`src/rtl/gen_fifo_defines_pkg.sv`:
```
// Shared sizes and types for the function-generator LUT writer stage.
// The default widths match the adder's data_o and the generator FIFO word.
package gen_fifo_defines_pkg;

    localparam int DEF_LUT_ADDR   = 8;
    localparam int DEF_DATA_WIDTH = 8;
    localparam int QUEUE_DEPTH    = 4;
    localparam int LUT_DEPTH      = 2 ** DEF_LUT_ADDR;

    typedef logic [2:0]                occ_t;
    typedef logic [1:0]                qptr_t;
    typedef logic [DEF_DATA_WIDTH-1:0] sample_t;

    // Up/down counter step; an increment and a decrement in one cycle cancel out.
    function automatic occ_t occ_update(occ_t value, logic inc, logic dec);
        return value + occ_t'(inc) - occ_t'(dec);
    endfunction

endpackage

```
`src/rtl/funct_generator_lut_rom.sv`:
```
// Synchronous-read waveform ROM; the registered output is pipeline stage S2.
// Without an init image, entry i holds i zero-extended/truncated to DATA_WIDTH.
module funct_generator_lut_rom #(
    parameter int    LUT_ADDR      = 8,
    parameter int    DATA_WIDTH    = 8,
    parameter string LUT_INIT_FILE = ""
) (
    input  logic                  clk,
    input  logic                  rst,
    input  logic                  en,
    input  logic [LUT_ADDR-1:0]   addr,
    output logic [DATA_WIDTH-1:0] data_q
);

    logic [DATA_WIDTH-1:0] rom_word;

    assign rom_word = DATA_WIDTH'(addr);

    always_ff @(posedge clk or negedge rst) begin
        if (!rst) begin
            data_q <= '0;
        end else if (en) begin
            data_q <= rom_word;
        end
    end

endmodule

```
`src/rtl/funct_generator_lut_writer.sv`:
```
// LUT writer: registers the summed address (S1), reads the ROM (S2), queues samples and
// pushes them into the generator FIFO under credit-based valid/ready flow control.
module funct_generator_lut_writer
    import gen_fifo_defines_pkg::*;
#(
    parameter int    LUT_ADDR      = DEF_LUT_ADDR,
    parameter int    DATA_WIDTH    = DEF_DATA_WIDTH,
    parameter int    CNT_WIDTH     = 16,
    parameter string LUT_INIT_FILE = ""
) (
    input  logic                  clk,
    input  logic                  rst,
    input  logic                  clrh_i,
    input  logic                  addr_vld_i,
    input  logic [LUT_ADDR-1:0]   addr_i,
    output logic                  ready_o,
    input  logic                  fifo_full_i,
    output logic                  wr_en_o,
    output logic [DATA_WIDTH-1:0] wr_data_o,
    output logic [CNT_WIDTH-1:0]  sample_cnt_o,
    output logic                  busy_o
);

    occ_t                  occ;
    occ_t                  q_cnt;
    logic                  s1_vld;
    logic                  s2_vld;
    logic [LUT_ADDR-1:0]   s1_addr;
    logic [DATA_WIDTH-1:0] s2_data;
    qptr_t                 wr_ptr;
    qptr_t                 rd_ptr;
    logic [DATA_WIDTH-1:0] q_mem [QUEUE_DEPTH];

    logic accept;
    logic q_empty;
    logic pop;
    logic push;

    // occ counts every sample from accept until write, so occ < 4 at accept reserves a queue slot.
    assign ready_o = rst && !clrh_i && (occ < occ_t'(QUEUE_DEPTH));
    assign accept  = addr_vld_i && ready_o;
    assign busy_o  = (occ != '0);

    // An empty queue lets the S2 sample go straight out, giving a two-cycle accept-to-write latency.
    assign q_empty   = (q_cnt == '0);
    assign wr_data_o = q_empty ? s2_data : q_mem[rd_ptr];
    assign wr_en_o   = (!q_empty || s2_vld) && !fifo_full_i && !clrh_i;
    assign pop       = wr_en_o && !q_empty;
    assign push      = s2_vld && !(wr_en_o && q_empty);

    funct_generator_lut_rom #(
        .LUT_ADDR     (LUT_ADDR),
        .DATA_WIDTH   (DATA_WIDTH),
        .LUT_INIT_FILE(LUT_INIT_FILE)
    ) u_rom (
        .clk   (clk),
        .rst   (rst),
        .en    (s1_vld),
        .addr  (s1_addr),
        .data_q(s2_data)
    );

    always_ff @(posedge clk or negedge rst) begin
        if (!rst) begin
            s1_vld  <= 1'b0;
            s2_vld  <= 1'b0;
            s1_addr <= '0;
        end else begin
            // NOTE: non-blocking assignments so s2_vld picks up the pre-edge s1_vld.
            s1_vld <= accept;
            s2_vld <= s1_vld && !clrh_i;
            if (accept) begin
                s1_addr <= addr_i;
            end
        end
    end

    always_ff @(posedge clk or negedge rst) begin
        if (!rst) begin
            wr_ptr <= '0;
            rd_ptr <= '0;
            q_cnt  <= '0;
            // NOTE: the four queue words are reset so wr_data_o reads zero during reset;
            // a larger storage array would normally be left unreset.
            for (int i = 0; i < QUEUE_DEPTH; i++) begin
                q_mem[i] <= '0;
            end
        end else if (clrh_i) begin
            wr_ptr <= '0;
            rd_ptr <= '0;
            q_cnt  <= '0;
        end else begin
            if (push) begin
                q_mem[wr_ptr] <= s2_data;
                wr_ptr        <= wr_ptr + qptr_t'(1);
            end
            if (pop) begin
                rd_ptr <= rd_ptr + qptr_t'(1);
            end
            q_cnt <= occ_update(q_cnt, push, pop);
        end
    end

    always_ff @(posedge clk or negedge rst) begin
        if (!rst) begin
            occ          <= '0;
            sample_cnt_o <= '0;
        end else if (clrh_i) begin
            occ          <= '0;
            sample_cnt_o <= '0;
        end else begin
            occ <= occ_update(occ, accept, wr_en_o);
            if (wr_en_o) begin
                sample_cnt_o <= sample_cnt_o + CNT_WIDTH'(1);
            end
        end
    end

endmodule
```
`config.mk`:
```
export PLATFORM = sky130hd
export DESIGN_NAME = funct_generator_lut_writer
export DESIGN_NICKNAME = d
export VERILOG_FILES = /design/src/rtl/gen_fifo_defines_pkg.sv /design/src/rtl/funct_generator_lut_rom.sv /design/src/rtl/funct_generator_lut_writer.sv
export SDC_FILE = /design/constraint.sdc
export NUM_CORES = 1
export LEC_CHECK = 0
export BUFFER_PORTS_ARGS = -buffer_cell sky130_fd_sc_hd__buf_2
export CORE_ASPECT_RATIO = 1.2
export CORE_MARGIN = 4
export CORE_UTILIZATION = 36
export DETAILED_ROUTE_END_ITERATION = 8
export PLACE_DENSITY_LB_ADDON = 0.1
export SLEW_MARGIN = 20
export SYNTH_ARGS = -nofsm -noshare
export SYNTH_HDL_FRONTEND = slang
export SYNTH_SLANG_ARGS = --single-unit
export TNS_END_PERCENT = 30
```
`constraint.sdc`:
```
create_clock -name clk -period 3 [get_ports clk]
set_input_delay 0.6 -clock clk [delete_from_list [all_inputs] [get_ports clk]]
set_output_delay 0.6 -clock clk [all_outputs]
set_load 0.05 [all_outputs]
```
==> reports/summary.txt, run 1 <==
status: finished clean
final WL: 7.021 mm
top cell type's share of synthesized area: 52.87%
nature of the critical path endpoint: output pin
synthesized area per cell: 13.23 µm²
DRT Pass-1 Iters: 3
cell count after synthesis: 272
Tmin final: 2723 ps
Initial Util: 37.23%
max-cap violation count: 0
# Post-CTS Setup Buffers: 0
# nets final: 339
GPL Wtd Cong: 0.7123
worst-margin pin slew: 960.0 ps
post-route ant nets: 0
Synth cell types: 37
vias in the first global route: 2348
post-DP HPWL: 4.549 mm
leakage: 2.002 nW
Fmax achieved: 0.3672 GHz
GR Overflow Total: 0
Die Y: 117.5 µm
post-cts sizing count: 0
Synth area leader: dfrtp_1
Root Buffer: clkbuf_16
post-DR vias/cell: 4.984
Iteration-0 DRC Markers: 66
site row count: 39
# fillers: 912
Area Growth Syn to Fin: 17.11%
Die W: 99.25 µm
EDFF count, synth: 0
Synthesis Warnings: 0
synthesized area: 3597 µm²
main flop type after synthesis: dfrtp_1
fin crit share: 90.78%
Peak VDD IR: 0.4385 mV
cts bufs inserted: 9
# DRC: 0
worst-skew pair later-pin latency: 330 ps
clk slew on worst S/H paths: 60 ps
pwr dens: 844.4 nW/µm²
antenna violations before repair: 0
vias: 2193
Fin. Hold Viols: 0
CTS sink cnt: 76
flop-to-flop setup slack: 750 ps
ant diodes: 0
# hold bufs at CTS: 0
H-tree depth: 3
RSZ-0062 raised after global routing: no
critical path required time: 2400 ps
CP Data Arrival Time: 2120 ps
CP Capture Point: wr_data_o[6]
Worst Setup SP: rd_ptr[0]
Final TNS setup: 0 ps
sequential fraction of the synthesis area: 52.87%
PortBufs: 39
Crit Reg-Reg Startpoint: q_cnt[1]
hold path start: q_mem[2]
setup ws final: 276.6 ps
reg2reg end: q_cnt[2]
top post-synthesis cells by area: dfrtp_1 53%, mux2_2 18%, mux4_2 5.0%
share of synthesized registers carrying an async set or reset: 100.0%
crit path max fanout: 11
Setup CP Type: flip-flop to output pin
Finished Core Util: 43.60%
Clock Skew: 5.021 ps
WHS: 489.3 ps
syn_nets: 296
core footprint: 9662 µm²
number of cells on the worst reg-to-reg path: 10
Die ar.: 11660 µm²
Startpoint Class: flip-flop
relative slew slack: 36.00%
clock buffer depth: 2
worst slack, placed: 554.6 ps
final setup fails: 0
FF+latch count, synth: 76
Slew Limit Fails: 0
ratio of cells with drive above 1 in the final layout: 41.64%
CTS tree: built
HP Class: flip-flop to flip-flop
total global routing track utilization: 13.32%
average wire per cell in the routed design: 15.96 µm
IO Pins: 40
largest net degree at the start of global routing: 77
first-pass GRT wire length: 12.16 mm
[power breakdown]
group | switching [mW] | internal [mW] | total (mW)
combinational | 0.694 | 0.440 | 1.13
clock | 0.384 | 0.649 | 1.03
sequential | 0.188 | 1.20 | 1.39
total | 1.27 | 2.29 | 3.56
[kinds of logic (layout without fill, tap and decap cells)]
| logic type | after synthesis | in the layout | share of synthesized area [%] |
|---|---|---|---|
| mux | 66 | 66 | 23.13 |
| buf+inv | 22 | 67 | 2.852 |
| compound gates | 16 | 16 | 2.852 |
| xor+xnor | 15 | 15 | 3.652 |
| flops | 76 | 76 | 52.87 |
| fa+ha+maj | 11 | 11 | 4.244 |
| simple gates | 66 | 66 | 10.40 |
[critical path, cell delays in order, from the launching register on]
cell and delay, ps:
dfrtp_1 730, mux4_2 580, mux2_2 270, buf_2 210
[cell usage after synthesis (3+ instances only)]
cell type,instances
nor2_1,18
xor2_1,3
nor3_1,4
ha_1,9
clkbuf_1,6
o21ai_0,6
or3_1,6
xnor2_1,12
nor4_1,6
nor3b_1,4
nand3_1,4
dfrtp_1,76
nor2b_1,4
buf_2,3
nand2_2,4
inv_1,11
nand2_1,6
mux4_2,8
mux2_2,56
a21oi_1,6
[worst min-delay path by stage]
stage,slack [ps],cells after the start,endpoint
CTS,490,2,s1_addr[1]
global placement,480,1,q_mem[4]
floorplan,300,0,occ[0]
detailed placement,480,1,q_mem[2]
finish,490,1,q_mem[2]
global route,500,2,s1_addr[6]
[state kept, by name, summed over array words and instances, names as in the netlist]
signal and flops:
s1_addr 8, q_mem 32, s2_vld 1, rd_ptr 2, u_rom.data_q 8, sample_cnt_o 16
occ 3, s1_vld 1, q_cnt 3, wr_ptr 2
[final cells by class]
cell class	count	area (µm²)	share of cell area [%]
Timing Repair Buffer	43	227.7	5.405
Clock inverter	3	40.04	0.9504
Inverter	11	41.29	0.9801
Sequential cell	76	1902	45.14
Clock buffer	10	239.0	5.673
Tap cell	123	153.9	3.653
Multi-Input combinational cell	174	1609	38.19
[cell usage in the layout (no fill, tap or decap), drive strengths merged, types with 2 or more instances in the layout]
master | Yosys | final
xnor2 | 12 | 12
nor4 | 6 | 6
nor3 | 4 | 4
nor2b | 4 | 4
and2 | 2 | 2
mux2 | 57 | 57
xor2 | 3 | 3
clkbuf | 6 | 10
a21oi | 6 | 6
nand2 | 10 | 10
o21ai | 6 | 6
dfrtp | 76 | 76
inv | 11 | 11
nand4 | 2 | 2
nand3 | 4 | 4
clkinv | 0 | 2
ha | 9 | 9
nor2 | 18 | 18
nor3b | 4 | 4
fa | 2 | 2
mux4 | 8 | 8
or3 | 8 | 8
buf | 4 | 43
[metrics by stage]
| step | instances | total power, mW | area (µm²) |
|---|---|---|---|
| floorplan | 272 | 2.275 | 3607 |
| global placement | 427 | 2.559 | 3934 |
| detailed placement | 427 | 2.564 | 3934 |
| CTS | 440 | 3.625 | 4213 |
| global route | 440 | 3.778 | 4213 |
| finish | 440 | 3.557 | 4213 |
[routing by layer]
layer | track usage [%] | vias up | share of wire [%]
met5 | 0 | - | 0
met3 | 3.379 | 9 | 3.9
met2 | 22.10 | 35 | 50
li1 | - | 1046 | -
met1 | 16.35 | 1103 | 45
met4 | 5.551 | 0 | 1.7
(Power assumes the default switching activity.)
==> run 2: changes to the inputs <==
--- a/config.mk
+++ b/config.mk
@@ -8,7 +8,7 @@
 export BUFFER_PORTS_ARGS = -buffer_cell sky130_fd_sc_hd__buf_2
 export CORE_ASPECT_RATIO = 1.2
 export CORE_MARGIN = 4
-export CORE_UTILIZATION = 36
+export CORE_UTILIZATION = 30
 export DETAILED_ROUTE_END_ITERATION = 8
 export PLACE_DENSITY_LB_ADDON = 0.1
 export SLEW_MARGIN = 20
==> run 2 against run 1 <==
Against the previous run: sequential share of layout area fell by 1.1 points; hold slack got worse by 400 ps; power rose by 6.1%; via count rose by 0.91%; wire length rose by 7.0%; count of clock-buffer cells in the layout did not move; critical endpoint is now wr_data_o[7].
==> reports/summary.txt, run 2 (synthesis results as in run 1) <==
status: finished clean
# DRC: 0
max-cap violation count: 0
total global routing track utilization: 11.73%
post-route ant nets: 0
post-DR vias/cell: 4.639
worst-margin pin slew: 865.3 ps
# hold bufs at CTS: 0
commonest cells after routing, fill and taps aside: 76 x dfrtp_1, 56 x mux2_2, 38 x buf_2
leakage: 2.025 nW
# nets final: 339
final setup fails: 0
ant diodes: 0
Die Y: 128.0 µm
flop-to-flop setup slack: 660 ps
Final TNS setup: 0 ps
crit path max fanout: 11
Slew Limit Fails: 0
critical path required time: 2400 ps
cts bufs inserted: 9
Overall Power: 3.773 mW
vias: 2213
worst-skew pair later-pin latency: 330 ps
Tmin final: 2764 ps
site row count: 43
GPL Wtd Cong: 0.7186
Top Registers: q_mem: 32 flops, sample_cnt_o: 16 flops
commonest non-fill, non-tap cell in the layout: dfrtp_1
Crit Reg-Reg Startpoint: q_cnt[1]
Peak VDD IR: 0.7376 mV
# Post-CTS Setup Buffers: 0
post-DP HPWL: 4.946 mm
number of flip-flops in the largest register: 32
antenna violations before repair: 0
CP Data Arrival Time: 2160 ps
largest net degree at the start of global routing: 69
clk slew on worst S/H paths: 60 ps
fin crit share: 92.14%
Root Buffer: clkbuf_16
Area Growth Syn to Fin: 20.00%
post-cts sizing count: 0
PortBufs: 39
Fmax achieved: 0.3618 GHz
Die ar.: 13810 µm²
H-tree depth: 3
ratio of cells with drive above 1 in the final layout: 41.88%
core footprint: 11670 µm²
pwr dens: 874.0 nW/µm²
first-pass GRT wire length: 12.51 mm
CTS sink cnt: 76
Fin. Hold Viols: 0
Worst Setup SP: rd_ptr[0]
Iteration-0 DRC Markers: 71
final WL: 7.509 mm
vias in the first global route: 2341
nature of the critical path endpoint: output pin
DRT Pass-1 Iters: 4
Clock Skew: 4.180 ps
RSZ-0062 raised after global routing: no
Startpoint Class: flip-flop
CTS tree: built
HP Class: primary input to async pin
GR Overflow Total: 0
average wire per cell in the routed design: 15.74 µm
relative slew slack: 42.31%
Die W: 108.0 µm
Setup CP Type: flip-flop to output pin
clock buffer depth: 2
Top reg by flops: q_mem
Initial Util: 30.81%
IO Pins: 40
[run 2: worst max-delay path, stage by stage, from the launching register on]
cell and delay (ps):
dfrtp_1 760, mux4_2 580, mux2_2 280, buf_2 210
[run 2: area by class of cell]
type	count	area [µm²]
clock buffer	10	229.0
multi-input combinational	174	1609
tap	157	196.4
clock inverter	6	111.4
sequential	76	1902
inverter	11	41.29
fill	1155	7358
timing repair buffer	43	227.7
[run 2: routing by layer]
metal | GRT usage, % | routed length (µm) | vias to the layer above
met4 | 4.458 | 93 | 0
met3 | 2.267 | 242 | 8
met1 | 15.02 | 3433 | 1122
met5 | 0 | 0 | -
li1 | - | - | 1048
met2 | 19.58 | 3739 | 35
[run 2: worst paths after layout]
path / to / cells after the start
worst min register to register: q_mem[2] / 1
worst max register to register: q_cnt[2] / 10
max in group asynchronous: q_mem[29] / 2
worst max-delay path: wr_data_o[7] / 3
worst min-delay path: sample_cnt_o[10] / 1
min in group clk: q_mem[2] / 1
[run 2: power breakdown]
| part | total (mW) | switching, mW | internal [mW] |
|---|---|---|---|
| combinational | 1.14 | 0.700 | 0.441 |
| clock | 1.24 | 0.424 | 0.815 |
| sequential | 1.39 | 0.193 | 1.20 |
[run 2: stage by stage]
step	hold slack [ps]	utilization [%]	area [µm²]	instances	setup WS [ps]
4_1_cts	83.11	36.97	4317	477	175.6
3_3_place_gp	440.8	34.06	3976	461	460.0
3_5_place_dp	440.0	34.06	3976	461	454.2
6_report	92.37	36.97	4317	477	235.7
5_1_grt	89.03	36.97	4317	477	124.7
2_1_floorplan	304.4	-	3607	272	69.51
==> run 3: changes to the inputs <==
--- a/config.mk
+++ b/config.mk
@@ -5,12 +5,13 @@
 export SDC_FILE = /design/constraint.sdc
 export NUM_CORES = 1
 export LEC_CHECK = 0
+export ABC_AREA = 1
 export BUFFER_PORTS_ARGS = -buffer_cell sky130_fd_sc_hd__buf_2
-export CORE_ASPECT_RATIO = 1.2
+export CORE_ASPECT_RATIO = 0.8
 export CORE_MARGIN = 4
 export CORE_UTILIZATION = 30
 export DETAILED_ROUTE_END_ITERATION = 8
-export PLACE_DENSITY_LB_ADDON = 0.1
+export PLACE_DENSITY = 0.48
 export SLEW_MARGIN = 20
 export SYNTH_ARGS = -nofsm -noshare
 export SYNTH_HDL_FRONTEND = slang
==> run 3 against run 2 <==
Against the previous run: clock power shrank 21%; flip-flop and latch count is the same; global-route usage grew 2.0 points; core utilization shrank 0.65 points; sequential share of layout area shrank 1.6 points; power shrank 31%; die area grew 6.5%; cell area grew 3.9%; clock skew is essentially flat; cell count grew 49%; largest power group unchanged.
==> reports/summary.txt, run 3 <==
status: finished clean
Clock Skew: 4.673 ps
top post-synthesis cells by area: dfrtp_1 49%, nand2_1 16%, o21ai_0 9.2%
ratio of cells with drive above 1 in the final layout: 12.38%
Startpoint Class: flip-flop
final WL: 9.262 mm
number of cells on the worst reg-to-reg path: 10
kind of cell adding the most delay to the critical path: flip-flops
number of flip-flops in the largest register: 32
antenna violations before repair: 0
core footprint: 12340 µm²
RSZ-0062 raised after global routing: no
synthesized area: 3849 µm²
Peak VDD IR: 0.2981 mV
CTS sink cnt: 76
HP Class: primary input to async pin
CP Data Arrival Time: 2020 ps
clock buffer depth: 2
# DRC: 0
dpl cell area: 4225 µm²
relative slew slack: 39.26%
commonest cells after routing, fill and taps aside: 163 x nand2_1, 76 x dfrtp_1, 71 x o21ai_0
Iteration-0 DRC Markers: 234
post-cts sizing count: 0
Design Area, Final: 4483 µm²
count leader, synth: nand2_1
Synth area leader: dfrtp_1
ant diodes: 0
cell count after synthesis: 496
Synthesis Warnings: 0
EDFF count, synth: 0
vias: 3200
Finished Core Util: 36.32%
CTS tree: built
GPL Wtd Cong: 0.8261
FF+latch count, synth: 76
Root Buffer: clkbuf_16
post-DP HPWL: 6.463 mm
Fmax achieved: 0.3816 GHz
nature of the critical path endpoint: output pin
share of synthesized registers carrying an async set or reset: 100.0%
GR Overflow Total: 0
leakage: 2.431 nW
synthesized area per cell: 7.759 µm²
IO Pins: 40
commonest non-fill, non-tap cell in the layout: nand2_1
# hold bufs at CTS: 0
syn_nets: 520
Setup CP Type: flip-flop to output pin
Tmin final: 2620 ps
# Post-CTS Setup Buffers: 0
Initial Util: 31.18%
Slew Limit Fails: 0
main flop type after synthesis: dfrtp_1
Top reg by flops: q_mem
largest net degree at the start of global routing: 65
final setup fails: 0
PortBufs: 39
sequential fraction of the synthesis area: 49.41%
# nets final: 562
first-pass GRT wire length: 15.99 mm
vias in the first global route: 3075
WP buf/inv: 1
Critical Path Max Stage Delay: 740 ps
average wire per cell in the routed design: 13.01 µm
Final TNS setup: 0 ps
Fin. Hold Viols: 0
Die Y: 109.3 µm
total global routing track utilization: 13.75%
Area Growth Syn to Fin: 16.48%
post-route ant nets: 0
Synth cell types: 29
flop-to-flop setup slack: 600 ps
clk slew on worst S/H paths: 60 ps
Crit-path slowest cell: dfrtp_1
critical path required time: 2400 ps
fin crit share: 87.35%
post-DR vias/cell: 4.494
top cell type's share of synthesized area: 49.41%
H-tree depth: 3
most used cell, CP: o21ai_0
worst-margin pin slew: 906.8 ps
# fillers: 1326
site row count: 36
reg2reg end: q_cnt[2]
DRT Pass-1 Iters: 5
cts bufs inserted: 9
Die W: 134.6 µm
worst path cell trace: o21ai_0, o21ai_0, nand2_1, o21ai_0, buf_2
Top Registers: q_mem: 32 flops, sample_cnt_o: 16 flops
top post-synthesis cells by count: 163 x nand2_1, 76 x dfrtp_1, 71 x o21ai_0
worst-skew pair later-pin latency: 330 ps
pwr dens: 581.7 nW/µm²
Crit Reg-Reg Startpoint: q_cnt[1]
crit path max fanout: 18
max-cap violation count: 0
Die ar.: 14720 µm²
## run 3: cell families (layout without fill, tap and decap cells)
logic type	Yosys count	count (layout)	share of synthesized area [%]
flip-flops	76	76	49.41
adder cells (fa/ha/maj)	11	11	3.966
buffers and inverters	64	109	6.957
XOR/XNOR	4	4	0.9104
AND/OR/NAND/NOR	249	249	26.04
AO/OA/AOI/OAI	92	92	12.71
## run 3: metal layers
layer  track usage, %  wire length, µm  up-vias
met2            19.27             3913       71
met3            3.156              418        8
li1                 -                -     1652
met5                0                0        -
met1            20.54             4795     1469
met4            5.160              134        0
## run 3: where the power goes
part	internal, mW	switching [mW]	total, mW
combinational	0.106	0.314	0.420
sequential	1.11	0.0973	1.21
clock	0.569	0.407	0.976
total	1.79	0.819	2.61
## run 3: layout make-up
class                           count  area, µm²  area share, %
Inverter                           51      192.7          4.298
Sequential cell                    76       1902          42.42
Multi-Input combinational cell    356       1682          37.51
Clock buffer                       11      242.7          5.414
Timing Repair Buffer               44      235.2          5.247
Tap cell                          171      214.0          4.773
Clock inverter                      3      15.01         0.3349
## run 3: worst max path at each step
stage | start | end | slack, ps | cells after the start
6_report | rd_ptr[1] | wr_data_o[2] | 380 | 5
3_5_place_dp | fifo_full_i | q_cnt[2] | 470 | 13
3_3_place_gp | fifo_full_i | q_cnt[2] | 530 | 13
4_1_cts | rd_ptr[1] | wr_data_o[2] | 370 | 5
5_1_grt | rd_ptr[1] | wr_data_o[5] | 150 | 5
2_1_floorplan | clrh_i | occ[2] | 230 | 12
## run 3: per-stage QoR
step,hold WS (ps),total power [mW],instances,setup slack (ps)
global route,216.4,2.753,712,149.5
floorplan,304.4,1.497,496,231.8
CTS,209.7,2.645,712,367.3
detailed placement,463.3,1.650,698,473.8
finish,206.4,2.608,712,379.5
global placement,458.7,1.647,698,535.0
